[src/rtl/up_down_pkg.sv]
// Shared widths and seven-segment patterns for the up/down counter.
// Patterns are active-low, bit0 = a through bit6 = g.
package up_down_pkg;

   localparam int unsigned COUNT_W = 4;
   localparam int unsigned SEG_W   = 7;

   localparam logic [SEG_W-1:0] SEG_0 = 7'h40;
   localparam logic [SEG_W-1:0] SEG_1 = 7'h79;
   localparam logic [SEG_W-1:0] SEG_2 = 7'h24;
   localparam logic [SEG_W-1:0] SEG_3 = 7'h30;
   localparam logic [SEG_W-1:0] SEG_4 = 7'h19;
   localparam logic [SEG_W-1:0] SEG_5 = 7'h12;
   localparam logic [SEG_W-1:0] SEG_6 = 7'h02;
   localparam logic [SEG_W-1:0] SEG_7 = 7'h78;
   localparam logic [SEG_W-1:0] SEG_8 = 7'h00;
   localparam logic [SEG_W-1:0] SEG_9 = 7'h10;
   localparam logic [SEG_W-1:0] SEG_A = 7'h08;
   localparam logic [SEG_W-1:0] SEG_B = 7'h03;
   localparam logic [SEG_W-1:0] SEG_C = 7'h46;
   localparam logic [SEG_W-1:0] SEG_D = 7'h21;
   localparam logic [SEG_W-1:0] SEG_E = 7'h06;
   localparam logic [SEG_W-1:0] SEG_F = 7'h0E;

   localparam logic [SEG_W-1:0] SEG_BLANK = 7'h7F;

endpackage

[src/rtl/hex_to_7seg.sv]
// Combinational hex digit to active-low seven-segment decoder.
// Reusable for any display digit.
module hex_to_7seg
   import up_down_pkg::*;
(
   input  logic [COUNT_W-1:0] hex,
   output logic [SEG_W-1:0]   seg
);

   always_comb begin
      seg = SEG_BLANK;
      unique case (hex)
         4'h0:    seg = SEG_0;
         4'h1:    seg = SEG_1;
         4'h2:    seg = SEG_2;
         4'h3:    seg = SEG_3;
         4'h4:    seg = SEG_4;
         4'h5:    seg = SEG_5;
         4'h6:    seg = SEG_6;
         4'h7:    seg = SEG_7;
         4'h8:    seg = SEG_8;
         4'h9:    seg = SEG_9;
         4'hA:    seg = SEG_A;
         4'hB:    seg = SEG_B;
         4'hC:    seg = SEG_C;
         4'hD:    seg = SEG_D;
         4'hE:    seg = SEG_E;
         4'hF:    seg = SEG_F;
         default: seg = SEG_BLANK;
      endcase
   end

endmodule

[src/rtl/up_down_counter.sv]
// 4-bit wrap-around up/down counter with pause and prescaled tick,
// driving one hex seven-segment digit.
module up_down_counter
   import up_down_pkg::*;
#(
   parameter int unsigned TICK_DIV = 1
) (
   input  logic             clk,
   input  logic             reset,
   input  logic             up_down,
   input  logic             pause,
   output logic [SEG_W-1:0] hex_out
);

   localparam int unsigned PRE_W =
      (TICK_DIV > 1) ? $clog2(TICK_DIV) : 1;
   localparam logic [PRE_W-1:0] PRE_MAX = PRE_W'(TICK_DIV - 1);

   logic [PRE_W-1:0]   pre;
   logic               tick;
   logic [COUNT_W-1:0] count;

   assign tick = (pre == PRE_MAX);

   // Prescaler free-runs; pause only gates the count update.
   always_ff @(posedge clk) begin
      if (reset)
         pre <= '0;
      else if (tick)
         pre <= '0;
      else
         pre <= pre + PRE_W'(1);
   end

   always_ff @(posedge clk) begin
      if (reset)
         count <= '0;
      else if (tick && !pause)
         count <= up_down ? count + COUNT_W'(1)
                          : count - COUNT_W'(1);
   end

   hex_to_7seg u_seg (
      .hex (count),
      .seg (hex_out)
   );

endmodule

[config.mk]
export PLATFORM = sky130hd
export DESIGN_NAME = up_down_counter
export DESIGN_NICKNAME = d
export VERILOG_FILES = /design/src/rtl/up_down_pkg.sv /design/src/rtl/hex_to_7seg.sv /design/src/rtl/up_down_counter.sv
export SDC_FILE = /design/constraint.sdc
export NUM_CORES = 1
export LEC_CHECK = 0
export ABC_AREA = 1
export BUFFER_PORTS_ARGS = -buffer_cell sky130_fd_sc_hd__buf_2
export CAP_MARGIN = 5
export CELL_PAD_IN_SITES_DETAIL_PLACEMENT = 1
export CELL_PAD_IN_SITES_GLOBAL_PLACEMENT = 1
export CORE_MARGIN = 3
export CORE_UTILIZATION = 42
export DETAILED_ROUTE_END_ITERATION = 16
export HOLD_SLACK_MARGIN = 0.1
export PLACE_DENSITY = 0.83
export SYNTH_ARGS = -nofsm -noshare
export SYNTH_HDL_FRONTEND = slang
export SYNTH_SLANG_ARGS = --single-unit
export TNS_END_PERCENT = 20
[constraint.sdc]
create_clock -name clk -period 5.5 [get_ports clk]
set_input_delay 1.65 -clock clk [delete_from_list [all_inputs] [get_ports clk]]
set_output_delay 1.65 -clock clk [all_outputs]
set_load 0.02 [all_outputs]
==> results.md, run 1 <==
- TritonCTS Buffers: 3
- HP Start: count[0]$_SDFFE_PP0P_
- Antenna diode count: 0
- CTS tree: yes
- Routed WL per cell: 12.3 um
- First DRT Iteration DRCs: 7
- Simple-gate portion of the synthesized area: 44.3%
- Avg Cell Area, Syn: 7.08 um2
- #FFs+latches synth: 12
- Gr busiest metal: met2
- Fin cells: 155
- IO Count: 11
- Final-report hold violation count: 0
- Number of global-route vias before repair: 765
- Cells after DPL: 152
- Max Fclk: 0.305 GHz
- Worst setup path start: up_down
- Largest net degree at the start of global routing: 10
- Cell Pwr Density: 236 mW/mm2
- Total Die Area: 0.00254 mm2
- Final setup vio count: 0
- Synth cell types: 17
- Pleak: 0.587 nW
- DRT Wirelength: 1900 um
- Syn Inst Count: 117
- Final #Nets: 145
- RSZ-0062 raised after global routing: no
- Row count: 15
- CORE AREA: 0.00180 mm2
- Hold Path Depth: 3
- Mux cell area share after synthesis: 0%
- Worst Setup Start Kind: primary input
- Layout cells sized above 1: 18.5%
- Fin. max-slew vios: 0
- DRC violations left: 0
- Tmin final: 3.28 ns
- Ys Warns: 0
- Status: finished, final reports clean
- Met3 Use GR: 6.23%
- Die Ht: 50.4 um
- Drt first pass iters: 3
- Critical Path Fanout Max: 6
- Adder-Cell Fraction of Synth Area: 14.5%
- IO Port Bufs: 10
- Initial antenna violation count: 0
- Setup TNS Final: 0 ns
- Die X-Extent: 50.4 um
- Antenna-violating nets left: 0
- Synth Area in Compound Gates: 0.604%
- Crit Path Category: primary input to register
- Post-CTS setup buffers: 0
- Crit path capture type: register
- Worst Hold End: count[0]$_SDFFE_PP0P_
- Synth Cell Area: 828 um2
- First-pass GRT wire length: 3440 um
- Arr. time, crit path: 3.45 ns
- Reg clk slew, reported paths: 0.07 ns
- HPWL after DPL: 1580 um
- RR Startpoint: count[0]$_SDFFE_PP0P_
- Area delta synth->final: 12.5%
- Register area share after synthesis: 29.0%
- Total grt overflow: 0
- Post-CTS Resized: 0
- Hold-fix buffers, CTS: 0
- RD Place Congestion: 0.828
- Post-DR vias/cell: 4.72
- Post-route clock period utilization: 59.7%
- Max_cap viols: 0
- Crit path required time: 5.67 ns
- FF-to-FF path depth: 12
- HP Class: register to register
- Root buf cell: clkbuf_4
- Clk_skew: 0.000752 ns
- Reg2reg setup slack: 3.26 ns
- H-tree lvl count: 1
- Largest family of logic cells by synthesized area: simple AND/OR/NAND/NOR gates
- Initial core utilization: 46.0%
- DR vias: 732
- Clock sinks: 12
- Post-Synth XOR/XNOR Area: 2.11%
- Worst r2r dst: u_seg.seg[3]$_DFF_P_
- GR Layer Usage met1: 21.9%
- Met2 GRT Util: 30.9%
- Maximum root-to-sink buffer count: 2
- GRT Total Usage: 18.1%
- Final Util: 51.7%
- Peak supply drop: 0.000135 V
- Synth Net Count: 130
- Clock Latency Late Sink: 0.27 ns
[power by group]
part	total (mW)	internal (mW)	switching, mW	leakage (nW)
clock network	0.0528	0.0254	0.0274	0.0138
logic	0.0682	0.0226	0.0455	0.474
registers	0.0994	0.0957	0.00367	0.0994
[per-stage QoR]
step / hold WS, ns / setup slack (ns) / power [mW] / area [um2]
4_1_cts: 0.708 / 2.21 / 0.225 / 932
6_report: 0.712 / 2.22 / 0.220 / 932
5_1_grt: 0.764 / 2.03 / 0.240 / 932
2_1_floorplan: 0.606 / 2.28 / 0.150 / 828
3_3_place_gp: 0.667 / 2.06 / 0.166 / 910
3_5_place_dp: 0.681 / 1.94 / 0.170 / 910
[sequential cells by signal, indices dropped and copies added, names as in the netlist]
name       cells
pre            1
u_seg.seg      7
count          4
[Yosys cell counts]
cell | instances | share of area [%]
xor2_1 | 1 | 1.1
ha_1 | 8 | 12
nand3_1 | 13 | 7.9
nand2_2 | 4 | 3.0
xnor2_1 | 1 | 1.1
nand2_4 | 1 | 1.4
nand2_1 | 41 | 19
nand3b_1 | 3 | 2.7
fa_1 | 1 | 2.4
nor2_8 | 1 | 2.4
conb_1 | 1 | 0.45
nor2_1 | 4 | 1.8
nor2_4 | 3 | 4.1
inv_1 | 20 | 9.1
o21ai_0 | 1 | 0.60
dfxtp_1 | 12 | 29
nand3_2 | 2 | 2.4
[layout by cell type (no fill, tap or decap), drive strengths merged]
master,instances
o21ai,1
nor2,8
xnor2,1
ha,8
nand3b,3
dfxtp,12
nand2,46
fa,1
nand3,15
xor2,1
clkbuf,3
conb,1
inv,20
buf,10
[final cells by class]
class / count / area [um2]
clock buffers: 3 / 22.5
flip-flops and latches: 12 / 240
repair buffers: 10 / 50.0
well taps: 25 / 31.3
fillers: 250 / 870
inverters: 20 / 75.1
multi-input cells: 85 / 513
[logic make-up after synthesis]
group / Yosys count
adder cells (fa/ha/maj): 9
buffers and inverters: 20
AND/OR/NAND/NOR: 72
other: 1
XOR/XNOR: 2
AO/OA/AOI/OAI: 1
flip-flops: 12
[routing by layer]
metal / vias to the layer above / wire (um) / part of all wire [%]
li1: 377 / - / -
met1: 344 / 850 / 45
met2: 7 / 962 / 51
met3: 4 / 71 / 3.7
met4: 0 / 17 / 0.89
met5: - / 0 / 0
[worst max path at each step]
stage	end	slack (ns)	depth (start not counted)
3_5_place_dp	u_seg.seg[3]$_DFF_P_	1.94	12
5_1_grt	u_seg.seg[3]$_DFF_P_	2.03	12
2_1_floorplan	u_seg.seg[3]$_DFF_P_	2.28	11
6_report	u_seg.seg[3]$_DFF_P_	2.22	12
3_3_place_gp	u_seg.seg[3]$_DFF_P_	2.06	12
4_1_cts	u_seg.seg[3]$_DFF_P_	2.21	12
[critical path, cell delays in order]
cell     delay, ns
buf_2         0.14
fa_1          0.55
inv_1         0.04
nand2_1       0.05
o21ai_0       0.10
nand2_1       0.19
inv_1         0.12
ha_1          0.33
nand3_1       0.10
nand2_1       0.06
nand2_1       0.07
nand2_1       0.05
No activity file was read; power rests on OpenSTA's default activity.
==> run 2, diff against run 1 <==
--- a/config.mk
+++ b/config.mk
@@ -11,10 +11,10 @@
 export CELL_PAD_IN_SITES_DETAIL_PLACEMENT = 1
 export CELL_PAD_IN_SITES_GLOBAL_PLACEMENT = 1
 export CORE_MARGIN = 3
-export CORE_UTILIZATION = 42
+export CORE_UTILIZATION = 39
 export DETAILED_ROUTE_END_ITERATION = 16
 export HOLD_SLACK_MARGIN = 0.1
-export PLACE_DENSITY = 0.83
+export PLACE_DENSITY = 0.78
 export SYNTH_ARGS = -nofsm -noshare
 export SYNTH_HDL_FRONTEND = slang
 export SYNTH_SLANG_ARGS = --single-unit
==> constraint.sdc (replaced) <==
create_clock -name clk -period 3.4 [get_ports clk]
set_input_delay 1.02 -clock clk [delete_from_list [all_inputs] [get_ports clk]]
set_output_delay 1.02 -clock clk [all_outputs]
set_load 0.02 [all_outputs]
==> run 2 against run 1 <==
  * Sequential share of layout area fell by 0.069 points
  * Clock skew rose by 0.0021 ns
  * Register-to-register slack got worse by 2.1 ns
  * Global-route usage fell by 1.2 points
  * Critical path depth did not move
  * Via count rose by 0.41%
  * Clock-buffer cell count did not move
  * Flip-flop and latch count did not move
  * Worst hold slack got worse by 0.019 ns
  * Critical path type unchanged
==> results.md, run 2 (synthesized netlist as in run 1, its figures left out) <==
- Status: finished, final reports clean (unchanged)
- Post-CTS Resized: 0 (unchanged)
- Worst Setup Start Kind: primary input (unchanged)
- Initial antenna violation count: 0 (unchanged)
- Antenna-violating nets left: 0 (unchanged)
- IO Count: 11 (unchanged)
- Antenna diode count: 0 (unchanged)
- Max FFs per register: 7 (unchanged)
- Cell mode on critical path: nand2_1 (unchanged)
- Drt first pass iters: 3 (unchanged)
- Pleak: 0.587 nW (unchanged)
- Largest stage delay on the critical path: 0.54 ns (was 0.55 ns)
- Hold-fix buffers, CTS: 0 (unchanged)
- First DRT Iteration DRCs: 7 (unchanged)
- Most common cell after layout, fill and taps aside: nand2_1 (unchanged)
- Final setup vio count: 0 (unchanged)
- Root buf cell: clkbuf_4 (unchanged)
- GRT Total Usage: 16.9% (was 18.1%)
- Clk_skew: 0.00284 ns (was 0.000752 ns)
- Crit Path Category: primary input to register (unchanged)
- DRT Wirelength: 1820 um (was 1900 um)
- H-tree lvl count: 1 (unchanged)
- Final Util: 47.2% (was 51.7%)
- RD Place Congestion: 0.858 (was 0.828)
- Cell Pwr Density: 382 mW/mm2 (was 236 mW/mm2)
- Critical Path Fanout Max: 6 (unchanged)
- Die X-Extent: 52.1 um (was 50.4 um)
- Post-route clock period utilization: 77.0%
- RSZ-0062 raised after global routing: no (unchanged)
- TritonCTS Buffers: 3 (unchanged)
- HP Class: register to register (unchanged)
- Post-DR vias/cell: 4.68 (was 4.72)
- Reg clk slew, reported paths: 0.07 ns (about the same)
- First-pass GRT wire length: 3400 um (was 3440 um)
- Routed WL per cell: 11.6 um (was 12.3 um)
- DR vias: 735 (was 732)
- DRC violations left: 0 (unchanged)
- Max_cap viols: 0 (unchanged)
- Clock Latency Late Sink: 0.27 ns (about the same)
- Fin. max-slew vios: 0 (unchanged)
- IO Port Bufs: 10 (unchanged)
- Clock sinks: 12 (unchanged)
- Arr. time, crit path: 2.79 ns (was 3.45 ns)
- Row count: 16 (was 15)
- Final-report hold violation count: 0 (unchanged)
- Die Ht: 52.1 um (was 50.4 um)
- Peak supply drop: 0.000236 V (was 0.000135 V)
- CTS tree: yes (unchanged)
- Crit path capture type: register (unchanged)
- Crit path required time: 3.57 ns (was 5.67 ns)
- Final #Nets: 145 (unchanged)
- Layout cells sized above 1: 18.5% (unchanged)
- Initial core utilization: 41.8% (was 46.0%)
- HPWL after DPL: 1460 um (was 1580 um)
- Crit-path cells: buf_2 > fa_1 > inv_1 > nand2_1 > o21ai_0 > nand2_1 > inv_1 > ha_1 > nand3_1 > nand2_1 > nand2_1 > nand2_1 (unchanged)
- Post-CTS setup buffers: 0 (unchanged)
- Setup TNS Final: 0 ns (unchanged)
- Most frequent cells in the layout: nand2_1, inv_1, nand3_1 (unchanged)
- FF-to-FF path depth: 12 (unchanged)
- Worst Hold End: count[0]$_SDFFE_PP0P_ (unchanged)
- Hold Path Depth: 3 (unchanged)
- Max Fclk: 0.382 GHz
- Total grt overflow: 0 (unchanged)
- Maximum root-to-sink buffer count: 2 (unchanged)
- Total Die Area: 0.00271 mm2 (was 0.00254 mm2)
- Largest net degree at the start of global routing: 10 (unchanged)
- Worst r2r dst: u_seg.seg[3]$_DFF_P_ (unchanged)
- Number of global-route vias before repair: 813 (was 765)
- HP Start: count[0]$_SDFFE_PP0P_ (unchanged)
- Area delta synth->final: 12.8% (was 12.5%)
- Reg2reg setup slack: 1.21 ns (was 3.26 ns)
- Slowest cell on crit path: fa_1 (unchanged)
- CORE AREA: 0.00198 mm2 (was 0.00180 mm2)
- RR Startpoint: count[0]$_SDFFE_PP0P_ (unchanged)
- Tmin final: 2.62 ns
## run 2: cell counts in the layout (fill, tap and decap cells not counted)
No cell type changed its count.
## run 2: layout make-up
| class | instances | area (um2) |
|---|---|---|
| Tap cell | 27 | 33.8 |
| Clock buffer | 3 | 22.5 |
| Sequential cell | 12 | 240 |
| Fill cell | 267 | 1050 |
| Timing Repair Buffer | 10 | 50.0 |
| Multi-Input combinational cell | 85 | 513 |
| Inverter | 20 | 75.1 |
## run 2: layer usage
metal	up-vias	track usage, %	share of wire [%]
met5	-	0	0
met4	0	3.93	0.44
met3	2	5.16	3.7
met2	8	29.5	50
met1	345	20.0	46
li1	380	-	-
## run 2: worst max-delay path: cells and delay by family
kind / cells / cell delay [ns]
fa+ha+maj: 2 / 0.87
simple gates: 6 / 0.52
compound gates: 1 / 0.10
buf+inv: 3 / 0.29
## run 2: worst max-delay path by stage
stage / end / start / cells after the start
after global routing: u_seg.seg[3]$_DFF_P_ / up_down / 12
after floorplan: u_seg.seg[3]$_DFF_P_ / up_down / 11
after detailed placement: u_seg.seg[3]$_DFF_P_ / up_down / 12
final: u_seg.seg[3]$_DFF_P_ / up_down / 12
after global placement: u_seg.seg[3]$_DFF_P_ / up_down / 12
after CTS: u_seg.seg[3]$_DFF_P_ / up_down / 12
## run 2: report_power, final
group | leakage, nW | internal [mW] | switching (mW) | total (mW)
combinational | 0.474 | 0.0364 | 0.0726 | 0.109
clock | 0.0138 | 0.0410 | 0.0463 | 0.0873
sequential | 0.0994 | 0.155 | 0.00585 | 0.161
total | 0.587 | 0.232 | 0.125 | 0.357
## run 2: stage by stage
stage	cell area [um2]	hold slack, ns	total power, mW	setup slack (ns)	cells
after CTS	935	0.709	0.363	0.772	157
after floorplan	828	0.606	0.243	0.815	117
after global placement	912	0.668	0.269	0.579	154
after global routing	935	0.780	0.384	0.604	157
after detailed placement	912	0.688	0.274	0.492	154
final	935	0.693	0.357	0.783	157
==> run 3, diff against run 2 <==
==> constraint.sdc (replaced) <==
create_clock -name clk -period 2.7 [get_ports clk]
set_input_delay 0.81 -clock clk [delete_from_list [all_inputs] [get_ports clk]]
set_output_delay 0.81 -clock clk [all_outputs]
set_load 0.02 [all_outputs]
==> run 3 against run 2 <==
  * Sequential power rose by 25%
  * Clock power rose by 28%
  * Clock-buffer cell count did not move
  * Final cell count rose by 0.64%
  * Via count rose by 0.41%
  * Routed wire length fell by 4.4%
  * Worst hold slack improved by 0.0037 ns
  * Core utilization rose by 0.38 points
  * Flip-flop and latch count did not move
  * Cell area rose by 0.80%
  * Worst setup slack got worse by 0.37 ns
  * Combinational power rose by 26%
==> results.md, run 3 (synthesized netlist as in run 1, its figures left out) <==
- Area delta synth->final: 13.7% (was 12.8%)
- Die Ht: 52.1 um (unchanged)
- Peak supply drop: 0.000285 V (was 0.000236 V)
- First-pass GRT wire length: 3300 um (was 3400 um)
- Cells after DPL: 155 (was 154)
- CORE AREA: 0.00198 mm2 (unchanged)
- Top routing layer used: met4 (unchanged)
- Arr. time, crit path: 2.46 ns (was 2.79 ns)
- Pleak: 0.591 nW (was 0.587 nW)
- Post-CTS Resized: 0 (unchanged)
- Fin. max-slew vios: 0 (unchanged)
- Most common cell after layout, fill and taps aside: nand2_1 (unchanged)
- FF-to-FF path depth: 12 (unchanged)
- Post-route clock period utilization: 84.5%
- Final setup vio count: 0 (unchanged)
- CP endpoint: u_seg.seg[3]$_DFF_P_ (unchanged)
- Post-CTS setup buffers: 0 (unchanged)
- Crit-path cells: buf_2 > fa_1 > inv_1 > nand2_1 > o21ai_0 > nand2_1 > inv_1 > ha_1 > nand3_1 > nand2_1 > nand2_1 > nand2_1 (unchanged)
- IO Port Bufs: 10 (unchanged)
- RD Place Congestion: 0.849 (was 0.858)
- WL met2: 797 um (was 914 um)
- Final-report hold violation count: 0 (unchanged)
- HPWL after DPL: 1400 um (was 1460 um)
- Hold-fix buffers, CTS: 0 (unchanged)
- Layout cells sized above 1: 19.1% (was 18.5%)
- Critical Path Fanout Max: 4 (was 6)
- Metal3 WL: 51 um (was 67 um)
- Final #Nets: 146 (was 145)
- Reg2reg setup slack: 0.62 ns (was 1.21 ns)
- Crit path required time: 2.88 ns (was 3.57 ns)
- IO Count: 11 (unchanged)
- Wire length on met1: 875 um (was 830 um)
- Clk_skew: 0.00963 ns (was 0.00284 ns)
- Clock sinks: 12 (unchanged)
- Row count: 16 (unchanged)
- Worst r2r dst: u_seg.seg[3]$_DFF_P_ (unchanged)
- Fin cells: 158 (was 157)
- Root buf cell: clkbuf_4 (unchanged)
- Crit path capture type: register (unchanged)
- Cell Pwr Density: 479 mW/mm2 (was 382 mW/mm2)
- HP Class: register to register (unchanged)
- Most frequent cells in the layout: nand2_1, inv_1, nand3_1 (unchanged)
- Post-DR vias/cell: 4.67 (was 4.68)
- Tmin final: 2.28 ns
- Antenna-violating nets left: 0 (unchanged)
- CTS tree: yes (unchanged)
- Die X-Extent: 52.1 um (unchanged)
- Fillers: 264 (was 267)
- DRC violations left: 0 (unchanged)
- Antenna diode count: 0 (unchanged)
- Crit Path Category: primary input to register (unchanged)
- DRT Wirelength: 1740 um (was 1820 um)
- Max_cap viols: 0 (unchanged)
- Max FFs per register: 7 (unchanged)
- Largest net degree at the start of global routing: 10 (unchanged)
- Drt first pass iters: 4 (was 3)
- Initial core utilization: 41.8% (unchanged)
- First DRT Iteration DRCs: 3 (was 7)
- DR vias: 738 (was 735)
- GRT Total Usage: 16.4% (was 16.9%)
- Status: finished, final reports clean (unchanged)
- Routed WL per cell: 11.0 um (was 11.6 um)
- Max Fclk: 0.438 GHz
- Initial antenna violation count: 0 (unchanged)
- Worst setup path start: up_down (unchanged)
- RR Startpoint: count[0]$_SDFFE_PP0P_ (unchanged)
- Number of global-route vias before repair: 750 (was 813)
- Reg clk slew, reported paths: 0.08 ns (was 0.07 ns)
- Worst Setup Start Kind: primary input (unchanged)
- Total Die Area: 0.00271 mm2 (unchanged)
- Setup TNS Final: 0 ns (unchanged)
- TritonCTS Buffers: 3 (unchanged)
- Clock Latency Late Sink: 0.28 ns (was 0.27 ns)
- Cell mode on critical path: nand2_1 (unchanged)
- Worst hold slack: 0.696 ns (was 0.693 ns)
- Total grt overflow: 0 (unchanged)
- RSZ-0062 raised after global routing: no (unchanged)
- Largest stage delay on the critical path: 0.54 ns (about the same)
- Slowest cell on crit path: fa_1 (unchanged)
- H-tree lvl count: 1 (unchanged)
- Maximum root-to-sink buffer count: 2 (unchanged)
-- run 3: changes by cell type in the layout (fill, tap and decap cells not counted) --
cell / previous run / this run
buf_4: 0 / 1
-- run 3: stage by stage --
step                      cell area [um2]  setup slack, ns  power [mW]  util (%)
after detailed placement              920            0.105       0.346      46.4
after CTS                             942            0.407       0.463      47.5
final                                 942            0.418       0.451      47.5
after global placement                920            0.179       0.340      46.4
after global routing                  942            0.293       0.492      47.5
after floorplan                       828            0.325       0.306         -
-- run 3: worst min path at each step --
stage                     slack [ns]  cells after the start                    end             startpoint
after floorplan                 0.61                      3  count[0]$_SDFFE_PP0P_  count[0]$_SDFFE_PP0P_
after global placement          0.67                      3  count[0]$_SDFFE_PP0P_  count[0]$_SDFFE_PP0P_
after detailed placement        0.68                      3  count[0]$_SDFFE_PP0P_  count[0]$_SDFFE_PP0P_
after CTS                       0.71                      3  count[0]$_SDFFE_PP0P_  count[0]$_SDFFE_PP0P_
after global routing            0.79                      3  count[0]$_SDFFE_PP0P_  count[0]$_SDFFE_PP0P_
final                           0.70                      3  count[0]$_SDFFE_PP0P_  count[0]$_SDFFE_PP0P_
-- run 3: worst max-delay path, delay by kind of cell --
family | cells | cell delay, ns
adder cells (fa/ha/maj) | 2 | 0.86
AND/OR/NAND/NOR | 6 | 0.42
buffers and inverters | 3 | 0.28
AO/OA/AOI/OAI | 1 | 0.10
-- run 3: final cells by class --
type	count	area [um2]	share of cell area, %
flip-flops and latches	12	240	25.5
inverters	20	75.1	7.97
repair buffers	11	57.6	6.11
clock buffers	3	22.5	2.39
well taps	27	33.8	3.59
multi-input cells	85	513	54.4
-- run 3: routing by layer --
metal	track usage (%)	vias up
li1	-	381
met1	21.0	346
met3	5.16	3
met5	0	-
met2	27.0	8
met4	2.62	0
-- run 3: power breakdown --
| part | internal [mW] | switching [mW] |
|---|---|---|
| combinational | 0.0472 | 0.0903 |
| sequential | 0.195 | 0.00721 |
| clock | 0.0517 | 0.0599 |
| total | 0.294 | 0.157 |
